## src/rtl/mips_multicycle_ctrl.sv

```systemverilog
// ---------------------------------------------------------------------------
// mips_multicycle_ctrl
//
// Multi-cycle control FSM for a small MIPS subset (addiu, addu, sw, jal).
// It sequences one time-shared ALU, the PC, the IR, the register file and a
// single memory port. The ALU computes PC+4 during FETCH and the operand
// result or effective address during EXEC.
//
// Parameters:
//   MEM_TIMEOUT  cycles mem_req may stay high without mem_ready before a
//                bus fault is raised (>= 2)
//   CNT_W        wait counter width; 2**CNT_W must exceed MEM_TIMEOUT
//
// Ports:
//   clk        in   rising-edge clock
//   rst_n      in   asynchronous active-low reset
//   opcode     in   IR[31:26], valid from DECODE onward
//   funct      in   IR[5:0], only meaningful when opcode == 0
//   mem_ready  in   memory completes the current request this cycle
//   mem_req    out  memory request, held until mem_ready
//   mem_we     out  memory write strobe
//   mem_src    out  memory address select (0 = PC, 1 = ALU result register)
//   ir_we      out  load IR from memory read data
//   pc_we      out  load PC
//   pc_src     out  PC source (00 = ALU result, 01 = jump target)
//   alu_ctrl   out  ALU op (0000 addiu/PC+4, 0001 sw, 0010 addu, 0011 jal)
//   alu_src_a  out  ALU A select (0 = PC, 1 = rs)
//   alu_src_b  out  ALU B select (00 = rt, 01 = const 4, 10 = sext imm16)
//   reg_we     out  register file write enable
//   reg_dst    out  write register select (00 = rt, 01 = rd, 10 = $31)
//   reg_wsrc   out  write data select (0 = ALU result register, 1 = PC)
//   retired    out  one-cycle pulse per completed instruction
//   fault      out  sticky fault code (00 none, 01 illegal, 10 bus timeout)
// ---------------------------------------------------------------------------
module mips_multicycle_ctrl #(
    parameter int MEM_TIMEOUT = 16,
    parameter int CNT_W       = 8
) (
    input  logic       clk,
    input  logic       rst_n,
    input  logic [5:0] opcode,
    input  logic [5:0] funct,
    input  logic       mem_ready,
    output logic       mem_req,
    output logic       mem_we,
    output logic       mem_src,
    output logic       ir_we,
    output logic       pc_we,
    output logic [1:0] pc_src,
    output logic [3:0] alu_ctrl,
    output logic       alu_src_a,
    output logic [1:0] alu_src_b,
    output logic       reg_we,
    output logic [1:0] reg_dst,
    output logic       reg_wsrc,
    output logic       retired,
    output logic [1:0] fault
);

    localparam logic [2:0] S_IDLE   = 3'd0;
    localparam logic [2:0] S_FETCH  = 3'd1;
    localparam logic [2:0] S_DECODE = 3'd2;
    localparam logic [2:0] S_EXEC   = 3'd3;
    localparam logic [2:0] S_MEM    = 3'd4;
    localparam logic [2:0] S_WB     = 3'd5;
    localparam logic [2:0] S_TRAP   = 3'd6;

    // Instruction classes, encoded so they match their ALU control codes.
    localparam logic [1:0] I_ADDIU = 2'd0;
    localparam logic [1:0] I_SW    = 2'd1;
    localparam logic [1:0] I_ADDU  = 2'd2;
    localparam logic [1:0] I_JAL   = 2'd3;

    localparam logic [1:0] F_NONE    = 2'b00;
    localparam logic [1:0] F_ILLEGAL = 2'b01;
    localparam logic [1:0] F_BUS     = 2'b10;

    localparam logic [CNT_W-1:0] CNT_LAST = CNT_W'(MEM_TIMEOUT - 1);
    localparam logic [CNT_W-1:0] CNT_MAX  = '1;

    logic [2:0]       state, state_nxt;
    logic [1:0]       instr, instr_nxt;
    logic [CNT_W-1:0] wait_cnt, wait_cnt_nxt;
    logic [1:0]       fault_nxt;
    logic             legal;
    logic [1:0]       decoded;

    // Classify the opcode/funct pair. Anything unlisted, including X
    // values in simulation, falls into the default arm and is illegal.
    always_comb begin
        legal   = 1'b0;
        decoded = I_ADDIU;
        case (opcode)
            6'h09: begin
                legal   = 1'b1;
                decoded = I_ADDIU;
            end
            6'h00: begin
                if (funct == 6'h21) begin
                    legal   = 1'b1;
                    decoded = I_ADDU;
                end
            end
            6'h2B: begin
                legal   = 1'b1;
                decoded = I_SW;
            end
            6'h03: begin
                legal   = 1'b1;
                decoded = I_JAL;
            end
            default: begin
                legal   = 1'b0;
                decoded = I_ADDIU;
            end
        endcase
    end

    // Next-state logic. The wait counter is zeroed on every transition into
    // FETCH or MEM and advances (saturating) on each stalled memory cycle.
    // A stall in the cycle the counter reaches MEM_TIMEOUT-1 is a bus fault,
    // but mem_ready in that same cycle still completes the access.
    always_comb begin
        state_nxt    = state;
        instr_nxt    = instr;
        wait_cnt_nxt = wait_cnt;
        fault_nxt    = fault;
        case (state)
            S_IDLE: begin
                state_nxt    = S_FETCH;
                wait_cnt_nxt = '0;
            end
            S_FETCH, S_MEM: begin
                if (mem_ready) begin
                    state_nxt    = (state == S_FETCH) ? S_DECODE : S_FETCH;
                    wait_cnt_nxt = '0;
                end else if (wait_cnt == CNT_LAST) begin
                    state_nxt = S_TRAP;
                    fault_nxt = F_BUS;
                end else if (wait_cnt != CNT_MAX) begin
                    wait_cnt_nxt = wait_cnt + 1'b1;
                end
            end
            S_DECODE: begin
                if (legal) begin
                    state_nxt = S_EXEC;
                    instr_nxt = decoded;
                end else begin
                    state_nxt = S_TRAP;
                    fault_nxt = F_ILLEGAL;
                end
            end
            S_EXEC: begin
                wait_cnt_nxt = '0;
                case (instr)
                    I_SW:    state_nxt = S_MEM;
                    I_JAL:   state_nxt = S_FETCH;
                    default: state_nxt = S_WB;
                endcase
            end
            S_WB: begin
                state_nxt    = S_FETCH;
                wait_cnt_nxt = '0;
            end
            S_TRAP: begin
                state_nxt = S_TRAP;
            end
            default: begin
                state_nxt    = S_IDLE;
                wait_cnt_nxt = '0;
            end
        endcase
    end

    // State registers; reset returns to IDLE and clears counter and fault.
    always_ff @(posedge clk or negedge rst_n) begin
        if (!rst_n) begin
            state    <= S_IDLE;
            instr    <= I_ADDIU;
            wait_cnt <= '0;
            fault    <= F_NONE;
        end else begin
            state    <= state_nxt;
            instr    <= instr_nxt;
            wait_cnt <= wait_cnt_nxt;
            fault    <= fault_nxt;
        end
    end

    // Moore output decode. Only the IR/PC loads in FETCH and the retire
    // pulse in MEM look at mem_ready, so a stalled access never commits.
    // Because these are pure decodes of state, an asserted reset forces
    // every control output low immediately.
    always_comb begin
        mem_req   = 1'b0;
        mem_we    = 1'b0;
        mem_src   = 1'b0;
        ir_we     = 1'b0;
        pc_we     = 1'b0;
        pc_src    = 2'b00;
        alu_ctrl  = 4'b0000;
        alu_src_a = 1'b0;
        alu_src_b = 2'b00;
        reg_we    = 1'b0;
        reg_dst   = 2'b00;
        reg_wsrc  = 1'b0;
        retired   = 1'b0;
        case (state)
            S_FETCH: begin
                mem_req   = 1'b1;
                alu_src_b = 2'b01;
                if (mem_ready) begin
                    ir_we = 1'b1;
                    pc_we = 1'b1;
                end
            end
            S_EXEC: begin
                alu_ctrl = {2'b00, instr};
                case (instr)
                    I_ADDU: begin
                        alu_src_a = 1'b1;
                        alu_src_b = 2'b00;
                    end
                    I_ADDIU, I_SW: begin
                        alu_src_a = 1'b1;
                        alu_src_b = 2'b10;
                    end
                    default: begin
                        // jal: PC already holds PC+4, so it is linked into $31
                        pc_we    = 1'b1;
                        pc_src   = 2'b01;
                        reg_we   = 1'b1;
                        reg_dst  = 2'b10;
                        reg_wsrc = 1'b1;
                        retired  = 1'b1;
                    end
                endcase
            end
            S_WB: begin
                reg_we  = 1'b1;
                reg_dst = (instr == I_ADDU) ? 2'b01 : 2'b00;
                retired = 1'b1;
            end
            S_MEM: begin
                mem_req = 1'b1;
                mem_we  = 1'b1;
                mem_src = 1'b1;
                if (mem_ready) begin
                    retired = 1'b1;
                end
            end
            default: begin
                mem_req = 1'b0;
            end
        endcase
    end

endmodule
```

## config.mk

```make
export PLATFORM = sky130hd
export DESIGN_NAME = mips_multicycle_ctrl
export DESIGN_NICKNAME = d
export VERILOG_FILES = /design/src/rtl/mips_multicycle_ctrl.sv
export SDC_FILE = /design/constraint.sdc
export NUM_CORES = 1
export LEC_CHECK = 0
export ABC_CLOCK_PERIOD_IN_PS = 2900
export CAP_MARGIN = 20
export CORE_UTILIZATION = 45
export DETAILED_ROUTE_END_ITERATION = 8
export GPL_TIMING_DRIVEN = 0
export PLACE_DENSITY_LB_ADDON = 0.05
export SYNTH_ARGS = -nofsm -noshare
export SYNTH_HDL_FRONTEND = slang
export SYNTH_SLANG_ARGS = --single-unit
```

## constraint.sdc

```tcl
create_clock -name clk -period 2.9 [get_ports clk]
set_input_delay 0.29 -clock clk [delete_from_list [all_inputs] [get_ports clk]]
set_output_delay 0.29 -clock clk [all_outputs]
set_load 0.02 [all_outputs]
```

Word level (Yosys, flattened, before mapping)

Index checks and enable logic that the tools add are counted.

Add/sub/neg operators: 1
Equality and inequality tests: 21
Mux-type cells: 37
Bitwise operators: 1
Reductions and logical operators: 13

Operators with widths:

| kind                                                                     | number |
|---|---|
| 8-bit 2-to-1 mux                                                         | 3 |
| 2-bit 2-to-1 mux                                                         | 8 |
| 8-bit case mux with 2 select lines                                       | 1 |
| 3-bit case mux with 5 select lines                                       | 1 |
| 6-bit equality test (second input constant)                              | 2 |
| 1-bit 2-to-1 mux                                                         | 12 |
| 2-bit case mux with 2 select lines                                       | 3 |
| 3-bit equality test (second input constant)                              | 3 |
| 3-bit 2-to-1 mux                                                         | 3 |
| 8-bit by 1-bit adder with 8-bit output (second input constant)           | 1 |
| 8-bit by 4-bit equality test with 1-bit output (second input constant)   | 1 |
| 8-bit inequality test (second input constant)                            | 1 |
| 2-bit OR reduction                                                       | 4 |
| 3-bit by 2-bit equality test with 1-bit output (second input constant)   | 2 |
| 6-bit by 2-bit equality test with 1-bit output (second input constant)   | 1 |
| 6-bit by 4-bit equality test with 1-bit output (second input constant)   | 1 |
| 6-bit zero test                                                          | 1 |
| 3-bit by 1-bit inequality test with 1-bit output (second input constant) | 2 |
| 1-bit case mux with 2 select lines                                       | 3 |
| 2-bit case mux with 3 select lines                                       | 1 |
| 3-bit case mux with 2 select lines                                       | 1 |
| 3-bit OR reduction                                                       | 2 |
| 2-bit equality test (second input constant)                              | 2 |
| 2-bit inequality test (second input constant)                            | 2 |
| 12 further kinds                                                         | 12 |

Flip-flop bits (word level): 15
Input bits: 15
Output and inout bits: 21

Logic depth before layout (Yosys ltp)

Word-level depth: 5
Mapped depth: 6
Depth with buffers taken out: 5

Worst setup path after synthesis

No wires, ideal clock.

Path type: reg2out
From: register state[2]
To: output pc_we
Arrival time: 1.643 ns
Setup slack: 0.967 ns
Stages on the path, launching flop included: 6
Cell sequence: dfrtp_1 buf_2 or3b_2 inv_1 and2_1 nand2b_1

Longest elaborated chain between the ends: 2

RTL lines:

| element                                                                                                          | RTL line | text |
|---|---|---|
| from (decl)                                                                                                      | 81       | `logic [2:0] state, state_nxt;` |
| from (signal assigned)                                                                                           | 183      | `state <= state_nxt;` |
| 3-bit by 2-bit equality test with 1-bit output or 3-bit by 1-bit equality test with 1-bit output (tied branches) | 208      | `case (state)` |
| 1-bit case mux with 2 select lines (*)                                                                           | 208      |  |
| to (decl)                                                                                                        | 48       | `output logic pc_we,` |

Mark *: on every way between the ends. The rest lies on a longest branch, timed or not.

Final worst setup path

Ends and elaborated chain as after synthesis.

==> impl_metrics.csv <==
group,metric,value,unit
clock_tree,cts_hold_buf,0,
setup_path,rrSetupSlack,1040,ps
logic_synthesis,synth_top_cell_by_area,"dfrtp_1",
setup_path,reg2reg_from,"wait_cnt[4]$_DFFE_PN0P_",
logic_synthesis,async_reset_ff_frac,1.00,
setup_path,required,2610,ps
logic_synthesis,synth-edff-count,0,
flow_run,cap_violations,0,
clock_tree,clkTransAtPathRegs,90,ps
sta,hold_slack,399,ps
power,peakVddDrop,0.715,mV
floorplan,io_pins,36,
sta,worstMarginPinSlew,678,ps
logic_synthesis,yosys-top-cells-area,"dfrtp_1, o21ai_0, nor2_1, buf_4, a21oi_1",
global_route,grt.overflow.total,0,
placement,dp_hpwl,1.90,mm
power,power_frac_clock,0.111,
power,power_density,767,nW/um2
logic_synthesis,yosysTopAreaCellShare,0.350,
layout,fillers,210,
route,via_per_inst,5.64,
clock_tree,cts_root_buf,"clkbuf_4",
route,drtPass1Iterations,5,
floorplan,die_y,50.8,um
sta,skew,3.75,ps
layout,antennaDiodeCount,0,
sta,drv_slew,0,
clock_tree,clock_path_buffers,2,
clock_tree,cts.sinks,15,
power,power.switching,0.496,mW
logic_synthesis,yosysWarningCount,0,
setup_path,cp.arrival,2230,ps
clock_tree,cts_resized,0,
global_route,grt_pass1_wl,4.27,mm
logic_synthesis,avgSynthCellArea,8.58,um2
global_route,grt_start_max_net_pins,16,
power,seqPwrFrac,0.276,
logic_synthesis,synthesis.instances,125,
logic_synthesis,ys_ff_latch,15,
layout,fin_nets,180,
setup_path,rr_worst_depth,4,
global_route,grt_usage,0.218,
route,drc,0,
logic_synthesis,ys_types,45,
route,vias,1078,
placement,dpl_worst_slack,715,ps
hold_path,min_path_type,"in2async",
layout,drive_gt1_frac,0.123,
power,p_int,0.626,mW
route,wire_per_inst,12.9,um
clock_tree,cts_setup_buffers,0,
clock_tree,insertion_delay,290,ps
outcome,status,"finished, final reports clean",
placement,portBuffers,32,
floorplan,start_util,0.480,
sta,finalSetupViolations,0,
layout,final_core_util,0.655,
route,drt_iter0_drc,25,
clock_tree,cts_tree,"yes",
global_route,antenna_found_initial,0,
setup_path,critPathMaxFanout,9,
floorplan,die_x,50.8,um
sta,slew_headroom,0.547,
layout,syn2layout_area_growth,36.4,%
setup_path,critical_path.startpoint,"state[2]$_DFFE_PN0P_",
floorplan,num_rows,17,
logic_synthesis,netlist_area,1070,um2
logic_synthesis,yosysSeqAreaShare,0.350,
floorplan,core_region_area,2230,um2
route,wl,2.46,mm
sta,min_period_over_period,0.868,
power,p_sw_frac,0.442,
global_route,grt_pass1_vias,954,
placement,dpl_cell_area,1440,um2
logic_synthesis,yosys_most_used_dff,"dfrtp_1",
route,ant_nets,0,
sta,final.setup.tns,0,ps
setup_path,start_kind,"flip-flop",
placement,gp_congestion,0.849,
layout,fin_area,1460,um2
setup_path,endpoint_kind,"output port",
sta,worst_slack,383,ps
setup_path,worstSetupPathType,"reg2out",
sta,rsz0062_at_grt,"no",
power,comb_power_share,0.613,
sta,period_needed,2520,ps
power,p_leak,0.611,nW
sta,hold_viol,0,
sta,fmax,397,MHz
floorplan,die-area,2580,um2
clock_tree,cts_buffers,3,
setup_path,reg2reg_to,"wait_cnt[7]$_DFFE_PN0P_",
clock_tree,h-tree-depth,1,
## layout by cell type, fill, tap and decap left out, types with 2 or more instances in the layout
cell type / synthesis / final
and3_1: 2 / 2
or3_1: 2 / 2
inv_1: 7 / 7
nor4b_1: 2 / 2
nand3_1: 5 / 5
dfrtp_1: 15 / 15
nand3b_1: 2 / 2
nand2_1: 6 / 6
mux2i_1: 2 / 2
conb_1: 1 / 3
xor2_1: 2 / 2
nand2b_1: 3 / 3
o2111ai_1: 2 / 2
a21oi_1: 7 / 7
nor4_1: 2 / 2
a31oi_1: 2 / 2
clkdlybuf4s50_1: 0 / 32
clkbuf_4: 0 / 3
nor2_1: 11 / 11
a22o_1: 2 / 2
buf_4: 5 / 5
o21ai_0: 11 / 11
buf_2: 3 / 3
nor2b_1: 3 / 3
xnor2_1: 2 / 2
nand4_1: 4 / 4
nor3_1: 2 / 2
## synth_stat cells, types with 3 or more instances
cell,count
nor2_1,11
nand3_1,5
inv_1,7
buf_4,5
buf_2,3
a21oi_1,7
nand4_1,4
nand2_1,6
o21ai_0,11
nor2b_1,3
dfrtp_1,15
nand2b_1,3
## critical path, cell delays in order, from the launching register on
cell and delay (ps):
dfrtp_1 370, buf_2 160, or3b_2 480, inv_1 80
and2_1 150, nand2b_1 100, clkdlybuf4s50_1 600
## through the flow
stage	total power, mW	instances
6_report	1.12	191
5_1_grt	1.21	191
4_1_cts	1.13	191
3_5_place_dp	1.00	187
3_3_place_gp	0.992	187
2_1_floorplan	0.736	127
## worst max path at each step
stage,endpoint,slack [ps],cells past startpoint
after global routing,pc_we,240,6
after floorplan,pc_we,970,5
after global placement,pc_we,730,6
final,pc_we,380,6
after CTS,pc_we,380,6
after detailed placement,pc_we,720,6
## layer usage
layer | global-route usage | wire length (um) | vias to the layer above
li1 | - | - | 530
met2 | 0.376 | 1260 | 26
met3 | 0.0387 | 113 | 4
met1 | 0.274 | 1060 | 518
met4 | 0.0694 | 27 | 0
met5 | 0 | 0 | -
## final cells by class
class,instances,area [um2],share of cell area
inverters,7,26.3,0.0180
multi-input cells,97,626,0.428
clock buffers,3,22.5,0.0154
flip-flops and latches,15,375,0.257
well taps,28,35.0,0.0240
clock inverters,1,5.00,0.00342
repair buffers,32,320,0.219
plain buffers,8,52.6,0.0359
## kinds of logic after synthesis
family / synth area share
adders and majority gates: 0.0117
and+or+nand+nor: 0.268
buffers and inverters: 0.0735
DFF: 0.350
xor gates and xnor gates: 0.0327
other: 0.00350
muxes: 0.0187
AOI/OAI and AO/OA: 0.242
## power groups by stage
stage | logic [mW] | registers, mW | clock network [mW]
finish | 0.688 | 0.309 | 0.125
global route | 0.752 | 0.322 | 0.136
CTS | 0.692 | 0.308 | 0.125
detailed placement | 0.690 | 0.312 | 0
global placement | 0.681 | 0.311 | 0
floorplan | 0.435 | 0.301 | 0
## flip-flops by register name, indices dropped and copies added (netlist names)
register and count:
state 3, instr 2, wait_cnt 8, fault 2
(Power assumes the default switching activity.)
